$ cat src/rtl/matrix_pkg.sv
// Shared definitions for the matrix packer and selector: element geometry,
// fill-counter width, packer state encoding and the slot-to-bit mapping.
package matrix_pkg;

  localparam int ELEM_W  = 4;
  localparam int N_ELEM  = 4;
  localparam int MAT_W   = ELEM_W * N_ELEM;
  localparam int COUNT_W = $clog2(N_ELEM) + 1;

  typedef enum logic [1:0] {
    IDLE = 2'd0,
    FILL = 2'd1,
    HOLD = 2'd2
  } state_t;

  // Slot k lives at bits [ELEM_W*k +: ELEM_W]; the selector reads the same layout.
  function automatic int slot_lsb(input int slot);
    return slot * ELEM_W;
  endfunction

endpackage

$ cat src/rtl/matrix_packer.sv
// Double-buffered packer: collects N_ELEM elements into a staging word and
// presents each completed matrix on a valid/ready output port.
module matrix_packer
  import matrix_pkg::*;
(
  input  logic               clk,
  input  logic               rst_n,
  input  logic               clear,
  input  logic [ELEM_W-1:0]  elem_in,
  input  logic               elem_valid,
  output logic               elem_ready,
  output logic [MAT_W-1:0]   matrix_out,
  output logic               matrix_valid,
  input  logic               matrix_ready,
  output logic [COUNT_W-1:0] fill_count,
  output logic               overrun
);

  state_t             state;
  state_t             state_next;
  logic [MAT_W-1:0]   staging;
  logic [MAT_W-1:0]   staging_next;
  logic [N_ELEM-1:0]  slot_en;
  logic               accept;
  logic               consume;
  logic               last_accept;
  logic               out_free;

  assign accept      = elem_valid && elem_ready;
  assign consume     = matrix_valid && matrix_ready;
  assign last_accept = accept && (fill_count == COUNT_W'(N_ELEM - 1));
  assign out_free    = !matrix_valid || consume;

  always_ff @(posedge clk) begin
    if (!rst_n) state <= IDLE;
    else        state <= state_next;
  end

  always_comb begin
    state_next = state;
    if (clear) begin
      state_next = FILL;
    end else begin
      case (state)
        IDLE:    state_next = FILL;
        FILL:    if (last_accept && !out_free) state_next = HOLD;
        HOLD:    if (consume) state_next = FILL;
        default: state_next = IDLE;
      endcase
    end
  end

  always_comb begin
    elem_ready = (state == FILL);
  end

  // Per-slot write enable: only the slot addressed by fill_count takes elem_in.
  always_comb begin
    slot_en      = '0;
    staging_next = staging;
    for (int k = 0; k < N_ELEM; k++) begin
      slot_en[k] = accept && (fill_count == COUNT_W'(k));
      if (slot_en[k]) staging_next[slot_lsb(k) +: ELEM_W] = elem_in;
    end
  end

  always_ff @(posedge clk) begin
    if (!rst_n || clear) begin
      staging      <= '0;
      fill_count   <= '0;
      matrix_out   <= '0;
      matrix_valid <= 1'b0;
      overrun      <= 1'b0;
    end else begin
      if (elem_valid && !elem_ready && state != IDLE) overrun <= 1'b1;
      staging <= staging_next;

      if (last_accept) begin
        if (out_free) begin
          matrix_out   <= staging_next;
          matrix_valid <= 1'b1;
          fill_count   <= '0;
        end else begin
          fill_count   <= COUNT_W'(N_ELEM);
        end
      end else if (accept) begin
        fill_count <= fill_count + COUNT_W'(1);
      end

      // A consume in HOLD swaps the parked staging word straight onto the output.
      if (state == HOLD && consume) begin
        matrix_out <= staging;
        fill_count <= '0;
      end else if (consume && !last_accept) begin
        matrix_valid <= 1'b0;
      end
    end
  end

endmodule

$ cat config.mk
export PLATFORM = sky130hd
export DESIGN_NAME = matrix_packer
export DESIGN_NICKNAME = d
export VERILOG_FILES = /design/src/rtl/matrix_pkg.sv /design/src/rtl/matrix_packer.sv
export SDC_FILE = /design/constraint.sdc
export NUM_CORES = 1
export LEC_CHECK = 0
export ABC_AREA = 0
export CAP_MARGIN = 25
export CORE_ASPECT_RATIO = 1.4
export CORE_UTILIZATION = 54
export DETAILED_ROUTE_END_ITERATION = 12
export PLACE_DENSITY_LB_ADDON = 0.15
export SLEW_MARGIN = 20
export SYNTH_ARGS = -nofsm -noshare
export SYNTH_HDL_FRONTEND = slang
export SYNTH_SLANG_ARGS = --single-unit
$ cat constraint.sdc
create_clock -name clk -period 4.8 [get_ports clk]
set_input_delay 1.2 -clock clk [delete_from_list [all_inputs] [get_ports clk]]
set_output_delay 1.2 -clock clk [all_outputs]
set_load 0.005 [all_outputs]
# ---- After elaboration in Yosys (flattened, before gate mapping)
# Index checks and enable logic that the tools add are counted.
dict set report word_totals {
  inputBits 9
  output_inout_bits 22
  wordCells 65
  reg_bits 39
}
dict set report op_classes {
  muxes 18
  n_reduce_logical 29
  eq_ne 9
  bitwise 1
  addsub 1
}
# op n
set ops {}
lappend ops {{16-bit two-way mux} 3}
lappend ops {{4-bit two-way mux} 4}
lappend ops {{1-bit logical AND} 11}
lappend ops {{3-bit two-way mux} 3}
lappend ops {{2-bit nonzero test} 4}
lappend ops {{3-bit by 2-bit == test with 1-bit output (second input constant)} 2}
lappend ops {{2-bit case mux with 3 select lines} 1}
lappend ops {{2-bit AND reduction} 3}
lappend ops {{1-bit logical NOT} 5}
lappend ops {{1-bit two-way mux} 5}
lappend ops {{2-bit two-way mux} 2}
lappend ops {{2-bit OR reduction} 2}
lappend ops {{3-bit by 1-bit adder with 3-bit output (second input constant)} 1}
lappend ops {{3-bit by 1-bit == test with 1-bit output (second input constant)} 1}
lappend ops {{3-bit logical NOT} 1}
lappend ops {{3-bit by 2-bit != test with 1-bit output (second input constant)} 1}
lappend ops {{3-bit != test (second input constant)} 1}
lappend ops {{2-bit by 1-bit == test with 1-bit output (second input constant)} 1}
lappend ops {{2-bit == test (second input constant)} 1}
lappend ops {{2-bit logical NOT} 1}
lappend ops {{1-bit logical OR} 2}
lappend ops {{2-bit by 1-bit != test with 1-bit output (second input constant)} 1}
lappend ops {{2-bit != test (second input constant)} 1}
lappend ops {{1-bit inverter} 1}

# ---- Logic depth before layout (Yosys ltp)
dict set report logic_depth {
  ltp_word 7
  ltp_mapped 8
  depth_no_buf 6
}

# ---- Worst setup path before layout
# No wires, ideal clock.
dict set report synth_timing {
  path_type {input to register}
  from {in elem_valid}
  to {reg matrix_out[10]}
  required_ns 4.731
  t_arrival_ns 2.060
  path_buffers 2
  path_slack_ns 2.671
  path_stages 6
  setup_ns 0.069
  cell_sequence {and4b_1 > buf_6 > a211oi_4 > buf_6 > a22oi_1 > o21ai_1}
}
dict set report synth_via {
  elab_chain_len 6
  elab_cells_between_ends 9
  cone_classes {mux: 4; reduce/logical: 5}
}
# item line_no
set synth_rtl {}
lappend synth_rtl {{start, declared} matrix_packer.sv:10} ;# input logic elem_valid,
lappend synth_rtl {{1-bit logical AND *} matrix_packer.sv:29} ;# assign accept = elem_valid && elem_ready;
lappend synth_rtl {{1-bit logical AND} matrix_packer.sv:62} ;# slot_en[k] = accept && (fill_count == COUNT_W'(k));
lappend synth_rtl {{4-bit two-way mux} matrix_packer.sv:63} ;# if (slot_en[k]) staging_next[slot_lsb(k) +: ELEM_W] = elem_in;
lappend synth_rtl {{16-bit two-way mux} matrix_packer.sv:79} ;# if (out_free) begin
lappend synth_rtl {{16-bit two-way mux} matrix_packer.sv:78} ;# if (last_accept) begin
lappend synth_rtl {{16-bit two-way mux} matrix_packer.sv:91} ;# if (state == HOLD && consume) begin
lappend synth_rtl {{end signal, assigned} matrix_packer.sv:80} ;# matrix_out <= staging_next;
lappend synth_rtl {{end signal, assigned} matrix_packer.sv:92} ;# matrix_out <= staging;
lappend synth_rtl {{end, declared} matrix_packer.sv:12} ;# output logic [MAT_W-1:0] matrix_out,
# Mark *: on every way between the ends. The rest lies on a longest branch, timed or not. The select of a mux whose other input is x is not followed.
# A chain may end at the register's enable or synchronous reset.

# ---- Worst setup path in the final report
dict set report layout_timing {
  from {in clear}
  to {reg matrix_out[3]}
}
dict set report layout_via {
  elab_chain_len 1
}
# item line_no
set layout_rtl {}
lappend layout_rtl {{start, declared} matrix_packer.sv:8} ;# input logic clear,
lappend layout_rtl {{1-bit logical OR} matrix_packer.sv:68} ;# if (!rst_n || clear) begin
# No other way between the ends.

==> metrics.md <==
| Metric | Value |
|---|---|
| Endpoints failing setup | `0` |
| Flop-to-flop setup slack | `2620 ps` |
| Fin Clk Skew | `6.457 ps` |
| Vias in the first global route | `1156` |
| CTS resizes | `0` |
| Fraction of power consumed by sequential logic | `0.484` |
| Critical Path AT | `3380 ps` |
| # DRC | `0` |
| Slew margin rel. | `0.4348` |
| Detailed Routing Iterations Pass 1 | `4` |
| Comb power frac | `0.044` |
| Post-Syn Nets | `176` |
| Crit start category | `input port` |
| Die Y | `66.64 um` |
| RSZ-0062 raised after global routing | `no` |
| TNS Setup | `0 ps` |
| Max Slew Vio Count | `0` |
| CTS tree | `done` |
| Synthesized flop and latch total | `39` |
| Drt first-iter violations | `34` |
| Placer Congestion | `0.8144` |
| Worst VDD drop | `0.0002662 V` |
| Period utilization | `0.6577` |
| Hold buffers post-CTS | `0` |
| Synth warnings | `0` |
| Hpwl dp | `2.361 mm` |
| Io pins | `31` |
| Lkg Pwr | `0.7629 nW` |
| Status | `finished clean` |
| Nets | `205` |
| Initial antenna violation count | `0` |
| Clock Sinks | `39` |
| Max clock buf depth | `2` |
| Post-CTS setup buffers | `0` |
| Routed len/inst | `14.63 um` |
| Clock share of power | `0.472` |
| Remaining antenna violation count | `0` |
| Post-synthesis cell count | `162` |
| Min Clock Period, post-route | `3157 ps` |
| Leading cell type in the layout, fill and taps excluded | `dfxtp_1` |
| CTS Buf Count | `5` |
| Worst Setup SP | `clear` |
| Vias post-DR | `1272` |
| Most frequent cells in the layout | `dfxtp_1, clkdlybuf4s50_1, nor2_1, a22oi_1, mux2i_1` |
| Worst-margin pin slew | `844.6 ps` |
| Final hold violations | `0` |
| Initial Util | `0.5657` |
| Kind of critical path | `in2reg` |
| Cell Rows | `23` |
| Worst r2r dst | `matrix_out[3]$_SDFFE_PP0P_` |
| Ratio of cells with drive above 1 in the final layout | `0.06771` |
| Diodes inserted | `0` |
| Full die area | `0.003210 mm2` |
| Clock latency on the worst-skew pair | `290 ps` |
| Netlist cell types | `29` |
| Number of I/O port buffers | `30` |
| H-tree depth | `2` |
| Register-to-Register Path Depth | `6` |
| Worst setup endpoint | `matrix_out[3]$_SDFFE_PP0P_` |
| Sw Share | `0.1916` |
| WHS | `454.2 ps` |
| Post-Synthesis Cell Area | `0.001612 mm2` |
| Layout Area Growth over Synthesis | `25.62%` |
| Pin count of the biggest net entering global routing | `17` |
| Fill cell count | `210` |
| Hold Path Class | `reg2reg` |
| CP Capture Type | `flop` |
| P_int | `546.5 uW` |
| First-pass GRT wire length | `5.244 mm` |
| Largest fanout on the critical path | `16` |
| Core area | `0.002849 mm2` |
| Data required time of the worst path | `5020 ps` |
| Crit Reg-Reg Startpoint | `fill_count[0]$_SDFFE_PP0P_` |
| Total GRT Usage | `0.2398` |
| Fmax | `316.7 MHz` |
| Post-Route WL | `3.350 mm` |
| Register area share after synthesis | `0.4845` |
| Drt via density | `5.555` |
| Root Buffer | `clkbuf_8` |
| Gr ovfl total | `0` |
| Clk pin slew, worst setup/hold paths | `70 ps` |
| Switch Pwr | `129.6 uW` |
| PwrDens | `334.0 mW/mm2` |
| Max_cap viols | `0` |
| Avg Cell Area, Syn | `9.948 um2` |
| DIE WIDTH | `48.17 um` |
==> layer usage <==
layer | global-route usage | part of all wire
met4 | 0.1250 | 0.022
met1 | 0.2710 | 0.41
met5 | 0 | 0
met2 | 0.3867 | 0.52
met3 | 0.07046 | 0.041
==> power groups by stage <==
stage               Combinational [mW]  Clock (mW)  Sequential, mW
CTS                             0.0298       0.324           0.327
global placement                0.0284           0           0.334
detailed placement              0.0295           0           0.335
global route                    0.0325       0.339           0.327
floorplan                       0.0152           0           0.334
finish                          0.0299       0.319           0.327
==> flip-flops by register name, indices dropped and copies added, names as in the netlist <==
signal and count:
matrix_out 16, staging 16, fill_count 3, state 2, matrix_valid 1, overrun 1
==> worst min-delay path by stage <==
stage / from / end / slack [ps] / depth (start not counted)
global placement: matrix_out[12]$_SDFFE_PP0P_ / matrix_out[12]$_SDFFE_PP0P_ / 450 / 2
floorplan: matrix_out[12]$_SDFFE_PP0P_ / matrix_out[12]$_SDFFE_PP0P_ / 450 / 2
detailed placement: matrix_out[12]$_SDFFE_PP0P_ / matrix_out[12]$_SDFFE_PP0P_ / 450 / 2
finish: matrix_out[12]$_SDFFE_PP0P_ / matrix_out[12]$_SDFFE_PP0P_ / 450 / 2
global route: matrix_out[12]$_SDFFE_PP0P_ / matrix_out[12]$_SDFFE_PP0P_ / 470 / 2
CTS: matrix_out[12]$_SDFFE_PP0P_ / matrix_out[12]$_SDFFE_PP0P_ / 460 / 2
==> kinds of logic (layout without fill, tap and decap cells) <==
kind of cell,count (synthesis),after routing,share of synthesized area
simple gates,43,43,0.1398
compound gates,44,44,0.1778
flops,39,39,0.4845
fa+ha+maj,5,5,0.03882
mux,16,16,0.09938
buf+inv,15,45,0.05978
==> worst max-delay path: stages <==
cell and delay, ps:
clkdlybuf4s50_1 410, nand2b_1 460, buf_4 350, nor2_1 670
a22oi_1 150, o21ai_1 130
==> synth_stat cells <==
library cell	count	area share
o21ai_0	1	0.0031
nand2b_1	1	0.0039
nand2_1	8	0.019
a211oi_4	1	0.012
nor3b_1	1	0.0047
o311a_1	1	0.0062
buf_6	5	0.035
nor2b_1	2	0.0078
nand2_2	1	0.0039
mux2i_1	16	0.099
buf_2	2	0.0062
a31oi_1	1	0.0039
dfxtp_1	39	0.48
a21oi_1	10	0.031
and2_4	1	0.0054
a211oi_1	2	0.0093
nand3b_1	1	0.0047
a22oi_1	16	0.075
and4b_1	2	0.012
or2b_4	1	0.0070
nand4b_1	1	0.0054
and4bb_2	1	0.0078
ha_1	5	0.039
and2b_1	1	0.0047
o21ai_1	12	0.037
clkbuf_1	2	0.0047
nor2_1	19	0.044
inv_1	6	0.014
nor3_1	3	0.0093
==> stage by stage <==
| stage | instance area, um2 | setup WS [ps] | instances | total power, mW | utilization |
|---|---|---|---|---|---|
| finish | 2024 | 1643 | 229 | 0.6761 | 0.7106 |
| global route | 2024 | 1423 | 229 | 0.6988 | 0.7106 |
| CTS | 2024 | 1644 | 229 | 0.6804 | 0.7106 |
| detailed placement | 1892 | 1344 | 221 | 0.3641 | 0.6640 |
| global placement | 1892 | 1458 | 221 | 0.3629 | 0.6640 |
| floorplan | 1612 | 2671 | 162 | 0.3494 | - |
==> cell type report <==
type | count | area (um2) | area share
Clock buffer | 6 | 72.57 | 0.03585
Timing Repair Buffer | 31 | 307.8 | 0.1520
Clock inverter | 2 | 60.06 | 0.02967
Inverter | 6 | 22.52 | 0.01112
Multi-Input combinational cell | 108 | 734.5 | 0.3628
Sequential cell | 39 | 780.7 | 0.3857
Tap cell | 37 | 46.29 | 0.02287
Power figures use the tool's default switching activity.
